<file path="src/rtl/dsp_pkg.sv">
// Shared DSP48A1 constants: port widths, OPMODE field positions and default pipeline latency.
package dsp_pkg;

  localparam int DSP_P_W    = 48;
  localparam int DSP_A_W    = 18;
  localparam int DSP_B_W    = 18;
  localparam int DSP_D_W    = 18;
  localparam int DSP_BCIN_W = 18;
  localparam int DSP_C_W    = 48;
  localparam int DSP_PCIN_W = 48;
  localparam int DSP_M_W    = 36;

  localparam int OPM_X_LSB       = 0;
  localparam int OPM_X_MSB       = 1;
  localparam int OPM_Z_LSB       = 2;
  localparam int OPM_Z_MSB       = 3;
  localparam int OPM_PREADD_BIT  = 4;
  localparam int OPM_CARRYIN_BIT = 5;
  localparam int OPM_PRESUB_BIT  = 6;
  localparam int OPM_POSTSUB_BIT = 7;

  // DREG, B1REG, MREG and PREG enabled
  localparam int DSP_DEFAULT_LATENCY = 4;

  typedef enum logic [1:0] {
    OPM_X_ZERO = 2'b00,
    OPM_X_M    = 2'b01,
    OPM_X_P    = 2'b10,
    OPM_X_DAB  = 2'b11
  } opm_x_e;

  typedef enum logic [1:0] {
    OPM_Z_ZERO = 2'b00,
    OPM_Z_PCIN = 2'b01,
    OPM_Z_P    = 2'b10,
    OPM_Z_C    = 2'b11
  } opm_z_e;

endpackage

</file>
<file path="src/rtl/dsp_sync_fifo.sv">
// First-word fall-through FIFO with synchronous active-high reset; head is read combinationally.
module dsp_sync_fifo #(
  parameter int WIDTH = 49,
  parameter int DEPTH = 8,
  localparam int AW   = $clog2(DEPTH)
) (
  input  logic             clk,
  input  logic             srst,
  input  logic             push,
  input  logic [WIDTH-1:0] push_data,
  input  logic             pop,
  output logic [WIDTH-1:0] head_data,
  output logic             head_valid,
  output logic [AW:0]      count
);

  logic [WIDTH-1:0] mem_q [DEPTH];
  logic [WIDTH-1:0] mem_d [DEPTH];
  logic [AW-1:0]    wr_ptr_q, wr_ptr_d;
  logic [AW-1:0]    rd_ptr_q, rd_ptr_d;
  logic [AW:0]      count_q, count_d;
  logic             push_ok;
  logic             pop_ok;

  always_comb begin
    pop_ok   = pop && (count_q != '0);
    // A full FIFO can still take a push when the head leaves in the same cycle
    push_ok  = push && ((count_q != (AW+1)'(DEPTH)) || pop_ok);
    wr_ptr_d = push_ok ? wr_ptr_q + 1'b1 : wr_ptr_q;
    rd_ptr_d = pop_ok  ? rd_ptr_q + 1'b1 : rd_ptr_q;
    count_d  = count_q;
    if (push_ok && !pop_ok) begin
      count_d = count_q + 1'b1;
    end else if (pop_ok && !push_ok) begin
      count_d = count_q - 1'b1;
    end
    mem_d = mem_q;
    if (push_ok) begin
      mem_d[wr_ptr_q] = push_data;
    end
  end

  generate
    for (genvar gi = 0; gi < DEPTH; gi++) begin : g_mem
      always_ff @(posedge clk) begin
        if (srst) begin
          mem_q[gi] <= '0;
        end else begin
          mem_q[gi] <= mem_d[gi];
        end
      end
    end
  endgenerate

  always_ff @(posedge clk) begin
    if (srst) begin
      wr_ptr_q <= '0;
      rd_ptr_q <= '0;
      count_q  <= '0;
    end else begin
      wr_ptr_q <= wr_ptr_d;
      rd_ptr_q <= rd_ptr_d;
      count_q  <= count_d;
    end
  end

  assign head_data  = mem_q[rd_ptr_q];
  assign head_valid = (count_q != '0);
  assign count      = count_q;

endmodule

</file>
<file path="src/rtl/dsp_result_collector.sv">
// Tracks tagged operand sets through the DSP pipeline and queues P results behind a credit-gated issue port.
// Optional feature macro: DSP_COLLECT_CARRY_EN stores CARRYOUTF alongside each result.
module dsp_result_collector
  import dsp_pkg::*;
#(
  parameter int P_WIDTH = DSP_P_W,
  parameter int LATENCY = DSP_DEFAULT_LATENCY,
  parameter int DEPTH   = 8,
  localparam int CW     = $clog2(DEPTH) + 1
) (
  input  logic               CLK,
  input  logic               RST,
  input  logic               CE,
  input  logic               IN_VALID,
  output logic               ISSUE_READY,
  input  logic [P_WIDTH-1:0] P,
  input  logic               CARRYOUTF,
  output logic [P_WIDTH-1:0] OUT_DATA,
  output logic               OUT_CARRY,
  output logic               OUT_VALID,
  input  logic               OUT_READY,
  output logic [CW-1:0]      COUNT,
  output logic               OVERFLOW
);

`ifdef DSP_COLLECT_CARRY_EN
  localparam int ENTRY_W = P_WIDTH + 1;
`else
  localparam int ENTRY_W = P_WIDTH;
`endif

  logic [LATENCY-1:0] tag_q, tag_d;
  logic               overflow_q, overflow_d;
  logic [3:0]         inflight;
  logic [6:0]         credit_sum;
  logic               issue_ok;
  logic               issue_acc;
  logic               capture;
  logic               pop;
  logic [ENTRY_W-1:0] push_data;
  logic [ENTRY_W-1:0] head_data;
  logic               head_valid;
  logic [CW-1:0]      fifo_count;

  // Credits cover both queued entries and results still inside the DSP,
  // so a capture can never find the FIFO full.
  always_comb begin
    inflight = '0;
    for (int i = 0; i < LATENCY; i++) begin
      inflight = inflight + 4'(tag_q[i]);
    end
    credit_sum = 7'(inflight) + 7'(fifo_count);
    issue_ok   = (credit_sum < 7'(DEPTH));
  end

  always_comb begin
    issue_acc  = IN_VALID && CE && issue_ok;
    capture    = CE && tag_q[LATENCY-1];
    overflow_d = overflow_q || (IN_VALID && CE && !issue_ok);
    pop        = head_valid && OUT_READY;
  end

  generate
    if (LATENCY == 1) begin : g_tag_one
      always_comb begin
        tag_d = CE ? issue_acc : tag_q;
      end
    end else begin : g_tag_shift
      always_comb begin
        tag_d = CE ? {tag_q[LATENCY-2:0], issue_acc} : tag_q;
      end
    end
  endgenerate

  always_ff @(posedge CLK) begin
    if (RST) begin
      tag_q      <= '0;
      overflow_q <= 1'b0;
    end else begin
      tag_q      <= tag_d;
      overflow_q <= overflow_d;
    end
  end

`ifdef DSP_COLLECT_CARRY_EN
  assign push_data = {CARRYOUTF, P};
  assign OUT_CARRY = head_data[P_WIDTH];
`else
  logic unused_carryoutf;
  assign unused_carryoutf = CARRYOUTF;
  assign push_data        = P;
  assign OUT_CARRY        = 1'b0;
`endif

  dsp_sync_fifo #(
    .WIDTH (ENTRY_W),
    .DEPTH (DEPTH)
  ) u_fifo (
    .clk        (CLK),
    .srst       (RST),
    .push       (capture),
    .push_data  (push_data),
    .pop        (pop),
    .head_data  (head_data),
    .head_valid (head_valid),
    .count      (fifo_count)
  );

  assign OUT_DATA    = head_data[P_WIDTH-1:0];
  assign OUT_VALID   = head_valid;
  assign COUNT       = fifo_count;
  assign ISSUE_READY = issue_ok;
  assign OVERFLOW    = overflow_q;

endmodule

</file>
<file path="config.mk">
export PLATFORM = sky130hd
export DESIGN_NAME = dsp_result_collector
export DESIGN_NICKNAME = d
export VERILOG_FILES = /design/src/rtl/dsp_pkg.sv /design/src/rtl/dsp_sync_fifo.sv /design/src/rtl/dsp_result_collector.sv
export SDC_FILE = /design/constraint.sdc
export NUM_CORES = 1
export LEC_CHECK = 0
export ABC_CLOCK_PERIOD_IN_PS = 3820
export CAP_MARGIN = 40
export CORE_MARGIN = 5
export CORE_UTILIZATION = 55
export DETAILED_ROUTE_END_ITERATION = 12
export PLACE_DENSITY = 0.81
export SLEW_MARGIN = 30
export SYNTH_ARGS = -nofsm -noshare
export SYNTH_HDL_FRONTEND = slang
export SYNTH_SLANG_ARGS = --single-unit
export TNS_END_PERCENT = 100
</file>
<file path="constraint.sdc">
create_clock -name CLK -period 3.82 [get_ports CLK]
set_input_delay 0.382 -clock CLK [delete_from_list [all_inputs] [get_ports CLK]]
set_output_delay 0.382 -clock CLK [all_outputs]
set_load 0.02 [all_outputs]
</file>
# After elaboration in Yosys (flattened, before gate mapping)
# Cells that the tools add are included.
[totals] ff_bits=399 latch_bits=0 ramBits=0 mem_bits_ro=0 in_bits=54 word_cells=53 mem_count=0
[op_classes] n_addsub=8 n_mul=0 n_div=0 n_lt_le_gt_ge=4 eq_ne=1 n_shift=0 n_mux=8 bitwise_logic=2 n_reduce_logical=17
[ops] operator="$bwmux W384" count=1
[ops] operator="$bmux W48 S3" count=1
[ops] operator="$demux W48 S3" count=1
[ops] operator="$mux W48" count=3
[ops] operator="$logic_and A1 B1 Y1" count=10
[ops] operator="$ge A4 B4 Y1 const B" count=2
[ops] operator="$mux W4" count=2
[ops] operator="$not A3 Y4" count=2
[ops] operator="$add A3 B1 Y3 const B" count=2
[ops] operator="$add A4 B4 Y5" count=1
[ops] operator="$lt A5 B4 Y1 const B" count=1
[ops] operator="$add A3 B1 Y4" count=1
[ops] operator="$add A4 B1 Y4 const B" count=1
[ops] operator="$lt A4 B1 Y1 const B" count=1
[ops] operator="$ne A4 B4 Y1 const B" count=1
[ops] operator="$reduce_bool A4 Y1" count=1
[ops] operator="$sub A4 B1 Y4 const B" count=1
[ops] operator="$add A2 B1 Y3" count=1
[ops] operator="$logic_not A1 Y1" count=3
[ops] operator="$add A1 B1 Y2" count=1
[ops] operator="$logic_or A1 B1 Y1" count=2
[ops] operator="$reduce_bool A2 Y1" count=1

# Longest topological paths before layout
# Gate-level depths: netlist of run 1.
[depth] ltp_word=9 depth_mapped=11

# Modules after synthesis
# From an unflattened synthesis of run 1, not the netlist that was laid out.
[hier_totals] cells_unflattened=1994 hier_area_um2=17271.6
[by_module_without_submodules] mod="dsp_sync_fifo" instances=1 cells_per_inst=1964 area_each_um2=16990.0 seq_area_each_um2=7887.6
[by_module_without_submodules] mod="dsp_result_collector" instances=1 cells_per_inst=30 area_each_um2=281.5 seq_area_each_um2=100.1

# Worst setup path after synthesis of run 1
# Ideal clock, no wire load.
[synth_timing] path_kind="register -> register" startpoint="reg u_fifo.count_q[0], in the netlist u_fifo.count[0]" endpoint="reg u_fifo.count_q[3], in the netlist u_fifo.count[3]" t_arrival_ns=2.694 required_ns=3.699 slack_ns=1.006 path_stages_with_launch=12 n_path_buf=2 period_less_slack_ns=2.814 cell_sequence="dfxtp_1 > or3_1 > buf_2 > buf_6 > o21ai_1 > ha_1 > inv_1 > ha_1 > a21oi_1 > a211oi_1 > a31oi_1 > mux2_2"
[synth_between] elab_chain_cells=8 elab_cells_between_ends=15
[synth_rtl] item="from (decl)" line_no="dsp_sync_fifo.sv:21" text="logic [AW:0] count_q, count_d;"
[synth_rtl] item="from (signal assigned)" line_no="dsp_sync_fifo.sv:63" text="count_q <= count_d;"
[synth_rtl] item="branches (longest 8 deep; another with $sub A4 B1 Y4)"
# Several ways; the timed one is not identified. The select of a mux whose other input is x is not followed.
# A chain may end at the register's enable or synchronous reset.

# Worst setup path in the final report of run 1
[layout_timing] startpoint="reg u_fifo.rd_ptr_q[0]" endpoint="out OUT_DATA[47]"
[layout_between] elab_chain_cells=4
[layout_rtl] item="from (decl)" line_no="dsp_sync_fifo.sv:20" text="logic [AW-1:0] rd_ptr_q, rd_ptr_d;"
[layout_rtl] item="from (signal assigned)" line_no="dsp_sync_fifo.sv:62" text="rd_ptr_q <= rd_ptr_d;"
[layout_rtl] item="$not A3 Y4 (not written as such)" line_no="dsp_sync_fifo.sv:67" text="assign head_data = mem_q[rd_ptr_q];"
[layout_rtl] item="$bmux W48 S3" line_no="dsp_sync_fifo.sv:67"
[layout_rtl] item="$mux W48 (not written as such) (2 in a row)" line_no="dsp_sync_fifo.sv:67"
[layout_rtl] item="to (decl)" line_no="dsp_result_collector.sv:18" text="output logic [P_WIDTH-1:0] OUT_DATA,"
# No other way between the ends. The select of a mux whose other input is x is not followed.

==> metrics.cfg, run 1 <==
[run_status]
status=finished, final reports clean

[clocking]
cts.clk_slew.worst_paths_ps=60
numCtsBuffers=41
clockBufferDepth=3
clk_latency_ps=530
cts_hold_buffers=0
ctsResizeCount=0
cts_setup_buffers=0
cts_tree=yes
htree_levels=2
cts_sinks=399
clockRootBuffer=clkbuf_16

[floorplanning]
core_sq_um=31300
die_area_sq_um=35200
start_util_pct=55.4
die_w_microns=188
placementRows=65
io_pins=110
die_h_microns=188

[sta]
final_max_slew_viol_count=0
slew_headroom_pct=51.5
period_share_pct=88.0
fin_setup_tns_ps=0
final_hold_viol_count=0
fin_crit_ps=3360
rsz0062_at_grt=no
fin_ws_ps=459
tightest_slew_ps=724
clock-skew-final_ps=17.3
holdWs_ps=284
setup_violations=0
fmax_mhz=298

[worst_setup_path]
critPathLaunchType=flip-flop
crit_fanout=45
critPathRequiredTime_ps=3440
endpoint_kind=output pin
crit_type=reg2out
crit_arrival_ps=2980

[detailed_routing]
drtIter0Drc=910
ant_nets=0
wirelength_microns=42700
met3WireLength_microns=2820
drt_drc_violations_left=0
dr_wl_met2_microns=21200
wirelength_met1_microns=17300
top_layer=met5
post_drt_wl_per_cell_microns=19.4
dr.pass1.iters=5
vias_per_cell=5.85
vias=12883

[placed_design]
dp_hpwl_microns=23700
place_ws_ps=885
routabilityCongestion=0.760
place_area_sq_um=18400
dpl.cell_count=2127
port_buffers=107

[cells_and_area]
drive_gt1_share_pct=14.2
layout.nets=1832
layout.cells.non_filler=2202
layout-area-overhead-vs-synth_pct=14.6
stdcell_area_sq_um=19900
fin_util_pct=63.5

[global_route]
overflow=0
grt_pass1_vias=13368
grt_max_degree=176
grt_usage_pct=23.7
antenna_found_initial=4
grt_pass1_wl_microns=69400

[yosys]
yosys_warnings=0
synth-edff-count=0
synth-async-reset-ratio_pct=0
ys_seq_area_share_pct=46.1
yosysMostFrequentCell=dfxtp_1
synth-main-ff-cell=dfxtp_1
synth_cell_types=40
netlist_area_sq_um=17300
ys_seq_elements=399
synth_area_per_cell_sq_um=9.77
syn_nets=1838
synth_largest_area_cell=dfxtp_1
synth_area_leaders=dfxtp_1 (46%), mux4_2 (12%), mux2i_1 (11%)
netlist_top_cells_count=dfxtp_1 (399), nand2_1 (384), nor2_1 (209), mux2i_1 (198), a21oi_1 (196)
synth_top_area_share_pct=46.1
syn_inst=1775

[power_and_ir_drop]
power.leakage_nw=8.26
power_density_nw_per_um2=479
total_power_mw=9.51
ir_drop_mv=0.315

[job]
max_cap_viol_count=0

[hold_path]
hp-class=in2reg

## power by group
| part | switching, mW | internal, mW |
|---|---|---|
| Clock | 1.61 | 2.53 |
| Sequential | 0.111 | 4.19 |
| Combinational | 0.592 | 0.469 |
## cells in the final DEF (no fill, tap or decap), types with 3 or more instances in the layout
cell type	n
dfxtp_1	396
nand2_1	384
nor2_1	209
mux2i_1	198
a21oi_1	196
clkdlybuf4s50_1	106
mux4_2	96
mux2_2	49
clkbuf_16	42
buf_4	25
clkbuf_1	11
clkbuf_8	9
o211ai_4	8
buf_12	8
ha_1	7
o211a_1	5
clkinv_2	5
bufinv_16	5
and4b_1	3
xnor2_1	3
xor2_1	3
## worst max-delay path, cell delays in order (launching register included)
cell and delay [ps]:
dfxtp_4 610, buf_12 400, mux4_2 570, mux2_2 310, clkdlybuf4s50_1 550
## logic make-up after synthesis
family / synth area share, %
compound gates: 6.88
xor+xnor: 0.303
fa+ha+maj: 0.736
buf+inv: 5.33
flops: 46.1
mux: 27.1
other cells: 0.0216
simple gates: 13.6
## worst paths after layout
check	from	to	slack, ps	depth (start not counted)
setup / recovery	u_fifo.rd_ptr_q[0]$_SDFFE_PP0P_	OUT_DATA[47]	460	4
hold / removal	RST	u_fifo.count[1]$_SDFFE_PP0P_	280	2
hold reg to reg	u_fifo.mem_q[235]$_SDFFE_PP0P_	u_fifo.mem_q[235]$_SDFFE_PP0P_	450	2
setup reg to reg	u_fifo.count[0]$_SDFFE_PP0P_	u_fifo.count[3]$_SDFFE_PP0P_	840	10
## flip-flops by register name, indices dropped and copies added, names as in the netlist
name	flops
u_fifo.mem_q	384
tag_q	4
u_fifo.count	4
u_fifo.rd_ptr_q	3
u_fifo.wr_ptr_q	3
OVERFLOW	1
## final cells by class
type / instances / area [sq um]
diodes: 1 / 2.50
clock buffers: 62 / 1220
clock inverters: 11 / 191
fillers: 2424 / 11400
inverters: 2 / 7.51
multi-input cells: 1184 / 8500
flip-flops and latches: 399 / 8000
well taps: 402 / 503
repair buffers: 141 / 1450
## metal layers
metal,up-vias,GRT usage [%]
met5,-,0
met4,6,8.81
met3,113,4.30
met2,424,40.6
met1,6331,30.1
li1,6009,-
No activity file was read; power rests on OpenSTA's default activity.
==> run 2, diff against run 1 <==
- PLACE_DENSITY: 0.81 -> 0.75
==> metrics.cfg, run 2 (same netlist as run 1, synthesis figures left out) <==
[placed_design]
dp_hpwl_microns=24100  ; +1.3%
place_area_sq_um=18500  ; +0.30%
routabilityCongestion=0.741  ; -2.5%
port_buffers=107  ; unchanged

[power_and_ir_drop]
pwr-share-seq_pct=44.9  ; -0.3 points
power.leakage_nw=8.26  ; about the same
switchingPower_mw=2.32  ; +0.21%
power_density_nw_per_um2=480  ; +0.29%
clkPwrFrac_pct=44.0  ; +0.4 points
intPower_mw=7.25  ; +0.82%
power_frac_comb_pct=11.1  ; about the same
ir_drop_mv=0.322  ; +2.1%
power.share.switching_pct=24.2  ; -0.11 points

[cells_and_area]
nFillCells=2456  ; +1.3%
layout-area-overhead-vs-synth_pct=15.0
largest_register_ffs=384  ; unchanged
layout_common_cells=dfxtp_1 (396), nand2_1 (384), nor2_1 (209)
layout.nets=1831  ; -0.055%
fin_util_pct=63.7  ; +0.24 points
seq_area_sq_um=8000  ; unchanged
regMostFlops=u_fifo.mem_q
multiInputGateArea_sq_um=8500  ; unchanged
final_common_cell=dfxtp_1
drive_gt1_share_pct=14.6  ; +0.37 points
stdcell_area_sq_um=19900  ; +0.38%

[worst_setup_path]
crit_type=reg2out
path_cells=buf_4 > mux4_2 > mux2_2 > clkdlybuf4s50_1
path_delay_family=buffers and inverters
endpoint_kind=output pin
critPathRequiredTime_ps=3440  ; about the same
crit_slowest_cell=dfxtp_4
worst-path-buf-inv=2  ; unchanged
crit_arrival_ps=2950  ; -30 ps
critPathLaunchType=flip-flop
crit_fanout=21  ; -53%
critPathMaxStageDelay_ps=620  ; about the same

[detailed_routing]
drtIter0Drc=1092  ; +20%
drt_drc_violations_left=0  ; unchanged
post_drt_wl_per_cell_microns=18.8  ; -2.8%
dr.pass1.iters=5  ; unchanged
wirelength_microns=41500  ; -2.7%
vias_per_cell=5.76  ; -1.5%
vias=12702  ; -1.4%
ant_nets=0  ; unchanged

[clocking]
htree_levels=2  ; unchanged
clockBufferDepth=3  ; unchanged
clockRootBuffer=clkbuf_16
cts_setup_buffers=0  ; unchanged
cts.clk_slew.worst_paths_ps=60  ; about the same
cts_sinks=399  ; unchanged
numCtsBuffers=42  ; +2.4%
cts_tree=yes
ctsResizeCount=0  ; unchanged
clk_latency_ps=530  ; about the same
cts_hold_buffers=0  ; unchanged

[run_status]
status=finished, final reports clean

[global_route]
overflow=0  ; unchanged
grt_pass1_vias=12916  ; -3.4%
grt_max_degree=121  ; -31%
antenna_found_initial=3  ; -1
grt_usage_pct=23.2  ; -0.55 points
grt_pass1_wl_microns=67500  ; -2.7%

[job]
max_cap_viol_count=0  ; unchanged

[sta]
setup_violations=0  ; unchanged
fin_setup_tns_ps=0  ; unchanged
period_share_pct=87.2  ; -0.78 points
final_hold_viol_count=0  ; unchanged
final_max_slew_viol_count=0  ; unchanged
fin_crit_ps=3330  ; -30.0 ps
fmax_mhz=300  ; +0.90%
slew_headroom_pct=45.8  ; -5.7 points
rsz0062_at_grt=no
tightest_slew_ps=814  ; +89.2 ps
holdWs_ps=344  ; +60.2 ps
clock-skew-final_ps=12.4  ; -4.93 ps

[floorplanning]
start_util_pct=55.4  ; unchanged
die_w_microns=188  ; unchanged
core_sq_um=31300  ; unchanged
die_h_microns=188  ; unchanged
die_area_sq_um=35200  ; unchanged
placementRows=65  ; unchanged
io_pins=110  ; unchanged

[hold_path]
hp-class=in2reg

[run 2: cell type report]
class	count	share of cell area, %
clock inverter	11	0.822
sequential	399	40.1
multi-input combinational	1184	42.6
clock buffer	66	6.48
tap	402	2.52
timing repair buffer	139	7.42
antenna	1	0.0125
inverter	2	0.0376
[run 2: power groups by stage]
stage	clock (mW)	sequential (mW)	combinational [mW]
after floorplan	0	4.33	0.815
after global placement	0	4.39	1.06
after detailed placement	0	4.39	1.07
after CTS	4.28	4.30	1.07
after global routing	4.47	4.31	1.15
final	4.21	4.30	1.06
[run 2: metal layers]
metal	wire length (microns)	up-vias	track usage, %
li1	-	6007	-
met1	17400	6306	29.7
met2	21300	328	41.5
met4	636	4	4.88
met3	2210	57	3.83
met5	19	-	0
[run 2: worst paths after layout]
check,slack [ps],to,startpoint,depth (start not counted)
setup / recovery,490,OUT_DATA[0],u_fifo.rd_ptr_q[0]$_SDFFE_PP0P_,4
hold / removal,340,u_fifo.mem_q[339]$_SDFFE_PP0P_,RST,2
setup reg to reg,890,u_fifo.count[3]$_SDFFE_PP0P_,u_fifo.count[0]$_SDFFE_PP0P_,10
hold reg to reg,450,u_fifo.mem_q[44]$_SDFFE_PP0P_,u_fifo.mem_q[44]$_SDFFE_PP0P_,2
[run 2: per-stage QoR]
stage | total power, mW | worst slack (ps) | cells
after floorplan | 5.14 | 1010 | 1775
after global placement | 5.45 | 927 | 2126
after detailed placement | 5.47 | 907 | 2126
after CTS | 9.65 | 428 | 2203
after global routing | 9.93 | 344 | 2204
final | 9.57 | 489 | 2204
==> run 3, diff against run 2 <==
- ABC_CLOCK_PERIOD_IN_PS: 3820 -> 3500
- clock period: 3.82 -> 3.5 ns (I/O delays scaled with it)
==> metrics.cfg, run 3 (same netlist as run 1, synthesis figures left out) <==
[clocking]
clockBufferDepth=3  ; unchanged
numCtsBuffers=41  ; -2.4%
cts_setup_buffers=0  ; unchanged
cts_sinks=399  ; unchanged
cts_tree=yes
cts.clk_slew.worst_paths_ps=60  ; about the same
htree_levels=2  ; unchanged
ctsResizeCount=0  ; unchanged
cts_hold_buffers=0  ; unchanged
clk_latency_ps=540  ; about the same
clockRootBuffer=clkbuf_16

[floorplanning]
die_w_microns=188  ; unchanged
die_h_microns=188  ; unchanged
placementRows=65  ; unchanged
io_pins=110  ; unchanged
die_area_sq_um=35200  ; unchanged
core_sq_um=31300  ; unchanged
start_util_pct=55.4  ; unchanged

[cells_and_area]
largest_register_ffs=384  ; unchanged
layout-area-overhead-vs-synth_pct=14.5
multiInputGateArea_sq_um=8500  ; unchanged
final_common_cell=dfxtp_1
seq_area_sq_um=8000  ; unchanged
nFillCells=2494  ; +1.5%
layout_common_cells=dfxtp_1 (396), nand2_1 (384), nor2_1 (209)
drive_gt1_share_pct=14.5  ; -0.064 points
layout.nets=1838  ; +0.38%
regMostFlops=u_fifo.mem_q

[power_and_ir_drop]
ir_drop_mv=0.321  ; about the same
power_density_nw_per_um2=510  ; +6.2%
power.leakage_nw=8.22  ; -0.55%
total_power_mw=10.1  ; +5.8%

[detailed_routing]
dr.pass1.iters=7  ; +2
vias_per_cell=5.77  ; +0.14%
wirelength_microns=41800  ; +0.77%
drt_drc_violations_left=0  ; unchanged
ant_nets=0  ; unchanged
drtIter0Drc=958  ; -12%
vias=12731  ; +0.23%
post_drt_wl_per_cell_microns=19.0  ; +0.68%

[sta]
fin_setup_tns_ps=0  ; unchanged
final_max_slew_viol_count=0  ; unchanged
period_share_pct=93.4
setup_violations=0  ; unchanged
final_hold_viol_count=0  ; unchanged
clock-skew-final_ps=27.4  ; +15.0 ps
slew_headroom_pct=47.5  ; +1.7 points
fmax_mhz=306
tightest_slew_ps=788  ; -25.4 ps
rsz0062_at_grt=no
fin_crit_ps=3270

[global_route]
grt_pass1_vias=13013  ; +0.75%
grt_pass1_wl_microns=68200  ; +0.98%
grt_max_degree=124  ; +2.5%
antenna_found_initial=4  ; +1
overflow=0  ; unchanged
grt_usage_pct=23.5  ; +0.32 points

[placed_design]
routabilityCongestion=0.744  ; +0.42%
dp_hpwl_microns=24200  ; +0.68%
port_buffers=107  ; unchanged

[hold_path]
hp-class=in2reg
min_from=RST

[worst_setup_path]
cp-endpoint=ISSUE_READY
crit_fanout=12  ; -43%
endpoint_kind=output pin
critPathLaunchType=flip-flop
critPathRequiredTime_ps=3150  ; -290 ps
reg2reg_from=u_fifo.count[0]$_SDFFE_PP0P_
r2r_cells=9  ; -1
crit_arrival_ps=2920  ; -30 ps
rrSetupSlack_ps=760  ; -130 ps
crit_type=reg2out
worst_r2r_endpoint=u_fifo.count[3]$_SDFFE_PP0P_
startpoint=tag_q[3]$_SDFFE_PP0P_

[run_status]
status=finished, final reports clean

[job]
max_cap_viol_count=0  ; unchanged

run 3: cell count changes in the layout (fill, tap and decap cells not counted), moves of 2 or more:
cell | before | now
buf_4 | 19 | 28
bufinv_16 | 4 | 1
clkbuf_1 | 10 | 12
clkinv_2 | 4 | 2
clkinvlp_4 | 2 | 0
run 3: worst min-delay path by stage:
stage / endpoint / slack, ps / cells after the start
after global routing: u_fifo.mem_q[281]$_SDFFE_PP0P_ / 350 / 2
final: u_fifo.rd_ptr_q[0]$_SDFFE_PP0P_ / 330 / 2
after CTS: u_fifo.mem_q[381]$_SDFFE_PP0P_ / 320 / 2
after detailed placement: u_fifo.mem_q[53]$_SDFFE_PP0P_ / 440 / 2
after floorplan: u_fifo.mem_q[48]$_SDFFE_PP0P_ / 430 / 2
after global placement: u_fifo.mem_q[221]$_SDFFE_PP0P_ / 440 / 2
run 3: cell type report:
type                    instances  share of cell area, %
diodes                          2                 0.0252
clock buffers                  66                   6.35
clock inverters                 4                  0.284
inverters                       2                 0.0378
multi-input cells            1184                   42.8
flip-flops and latches        399                   40.3
well taps                     402                   2.53
repair buffers                147                   7.69
run 3: power breakdown:
part	switching, mW	internal, mW	total, mW
Sequential	0.116	4.57	4.69
Combinational	0.653	0.527	1.18
Clock	1.73	2.53	4.25
Total	2.50	7.63	10.1
run 3: metal layers:
| metal | wire length (microns) | track usage, % | vias up |
|---|---|---|---|
| met2 | 21300 | 41.0 | 377 |
| met1 | 16700 | 29.5 | 6248 |
| li1 | - | - | 6010 |
| met3 | 2640 | 3.97 | 92 |
| met4 | 1170 | 8.30 | 4 |
| met5 | 21 | 0 | - |
run 3: stage by stage:
step	utilization, %	hold slack, ps	cell area, sq um	setup WS [ps]	cells
2_1_floorplan	-	433	17300	686	1775
3_5_place_dp	59.2	444	18500	720	2134
3_3_place_gp	59.2	438	18500	734	2134
5_1_grt	63.4	353	19900	73.6	2206
6_report	63.4	327	19900	231	2206
4_1_cts	63.4	318	19900	181	2204
run 3: critical path: stages, from the launching register on:
cell             delay, ps
dfxtp_1                500
fa_1                   480
ha_1                   270
a21o_1                 170
a21oi_1                140
nor2b_1                 90
nor2_1                 110
clkdlybuf4s50_1        640
==> edit (settings of run 1) <==
Put a register stage on the output `COUNT`, with the module's reset. The value now appears one clock later. The other outputs are not delayed to match.
--- a/src/rtl/dsp_result_collector.sv
+++ b/src/rtl/dsp_result_collector.sv
@@ -108,7 +108,13 @@
 
   assign OUT_DATA    = head_data[P_WIDTH-1:0];
   assign OUT_VALID   = head_valid;
-  assign COUNT       = fifo_count;
+  always_ff @(posedge CLK) begin
+    if (RST) begin
+      COUNT <= '0;
+    end else begin
+      COUNT <= fifo_count;
+    end
+  end
   assign ISSUE_READY = issue_ok;
   assign OVERFLOW    = overflow_q;
 
Check against the original RTL: not equivalent (a bounded check fails within 10 cycles, from zero or initial values and one cycle with RST high).
==> edit against run 1 <==
  * Die area rose by 0.37%
  * Synthesized cell count rose by 0.45%
  * Design area barely moved
  * Clock skew decreased by 0.0060 ns
  * Wire length shrank 3.8%
  * Maximum frequency fell by 1.1%
  * Power shrank 0.74%
  * Synthesized area grew 0.39%
  * Global-route usage shrank 0.78 points
  * Critical endpoint is now ISSUE_READY
  * Sequential power is 1% higher
  * Setup slack got worse by 0.039 ns
  * Sequential cell count grew 4
  * Largest cell class unchanged
  * Critical path type unchanged
  * Register-to-register slack better by 0.10 ns
  * Count of clock-buffer cells in the layout is 1 lower
==> edit: results (changes against run 1) <==
| Metric | Value |
|---|---|
| CP Launch Point | tag_q[3]$_SDFFE_PP0P_ |
| Leakage power | 8.26 nW (about the same) |
| Crit path max-delay cell type | sky130_fd_sc_hd__clkdlybuf4s50_1 |
| Wirelength, routed | 41100 um (-3.8%) |
| Headroom to the max-slew limit | 46.2% (-5.3 points) |
| Period Utilization, post-route | 89.0% (+1.0 points) |
| Fraction of layout cells with a size suffix above 1 | 14.1% (-0.095 points) |
| HPWL after detailed placement | 23500 um (-0.90%) |
| Maximum fanout along the worst path | 12 (-73%) |
| Number of H-tree levels | 2 (unchanged) |
| Layout net count | 1836 (+0.22%) |
| Total track usage | 22.9% (-0.78 points) |
| Sequential cell area fraction in the yosys report | 46.3% (+0.28 points) |
| End point of the critical path | ISSUE_READY |
| Pre-CTS setup slack | 0.945 ns (+0.0609 ns) |
| Worst slack on hold paths | 0.359 ns (+0.0755 ns) |
| Clock Power | 4.04 mW (-2%) |
| Number of global-route vias before repair | 13038 (-2.5%) |
| First-pass GRT wire length | 67300 um (-3.0%) |
| Cell family with the largest share of critical-path delay | adder cells |
| Weighted congestion at the end of routability-driven global placement | 0.725 (-4.6%) |
| Worst path max stage delay | 0.61 ns (about the same) |
| Data arrival, critical path | 3.02 ns (+0.04 ns) |
| Cell types occupying the most area after synthesis | sky130_fd_sc_hd__dfxtp_1 (46%), sky130_fd_sc_hd__mux4_2 (12%), sky130_fd_sc_hd__mux2i_1 (11%) |
| Net Sw Power | 2.33 mW (+0.70%) |
| 1st-iter DRT viols | 1184 (+30%) |
| Worst Hold Path EP | u_fifo.count[2]$_SDFFE_PP0P_ |
| Setup slack, reg-to-reg | 0.94 ns (+0.10 ns) |
| Clk_skew | 0.0114 ns (-0.00595 ns) |
| Initial antenna violation count | 4 (unchanged) |
| Most numerous cell types in the synthesized netlist | sky130_fd_sc_hd__dfxtp_1 (403), sky130_fd_sc_hd__nand2_1 (384), sky130_fd_sc_hd__nor2_1 (209) |
| Largest net degree at the start of global routing | 137 (-22%) |
| Switching share of total power | 24.7% (+0.35 points) |
| Via density | 5.83 (-0.40%) |
| Number of unique standard cell types used by synthesis | 38 (-5.0%) |
| Worst skew pair latency | 0.53 ns (about the same) |
| IR Drop Worst-Case VDD | 293 uV (-7.0%) |
| Root Buffer Master | sky130_fd_sc_hd__clkbuf_16 |
| Result of the run | completed |
| Post-CTS setup buffers | 0 (unchanged) |
edit: per-stage QoR:
step	utilization [%]	cells	cell area, um^2
floorplan	-	1783	17400
CTS	63.3	2206	19900
detailed placement	58.9	2132	18500
finish	63.3	2207	19900
global route	63.3	2207	19900
global placement	58.9	2132	18500
edit: worst register-to-register path, stage by stage (launching register included):
cell and delay, ns:
sky130_fd_sc_hd__dfxtp_1 0.38, sky130_fd_sc_hd__or3_1 0.39, sky130_fd_sc_hd__buf_4 0.22, sky130_fd_sc_hd__o21ai_1 0.32
sky130_fd_sc_hd__ha_1 0.23, sky130_fd_sc_hd__inv_1 0.10, sky130_fd_sc_hd__ha_1 0.33, sky130_fd_sc_hd__a21oi_1 0.19
sky130_fd_sc_hd__a211oi_1 0.10, sky130_fd_sc_hd__a31oi_1 0.17, sky130_fd_sc_hd__mux2_2 0.35
edit: area by class of cell:
| class | instances | area (um^2) |
|---|---|---|
| diodes | 1 | 2.50 |
| clock buffers | 61 | 1270 |
| clock inverters | 13 | 120 |
| fillers | 2370 | 11500 |
| inverters | 2 | 7.51 |
| multi-input cells | 1187 | 8480 |
| flip-flops and latches | 403 | 8080 |
| well taps | 402 | 503 |
| repair buffers | 138 | 1420 |
edit: cell families (layout without fill, tap and decap cells):
group	Yosys count	in the layout	share of synthesized area, %
DFF	403	403	46.3
AOI/OAI and AO/OA	217	217	6.77
adders and majority gates	9	9	0.733
and+or+nand+nor	611	611	13.6
buffers and inverters	193	214	5.22
muxes	343	343	27.0
xor gates and xnor gates	6	6	0.302
other	1	2	0.0215
edit: per-layer routing:
layer / up-vias / track usage, % / routed length, um
li1: 6023 / - / -
met1: 6318 / 29.8 / 16800
met2: 430 / 40.1 / 20800
met3: 83 / 3.69 / 2630
met4: 6 / 5.90 / 811
met5: - / 0 / 33
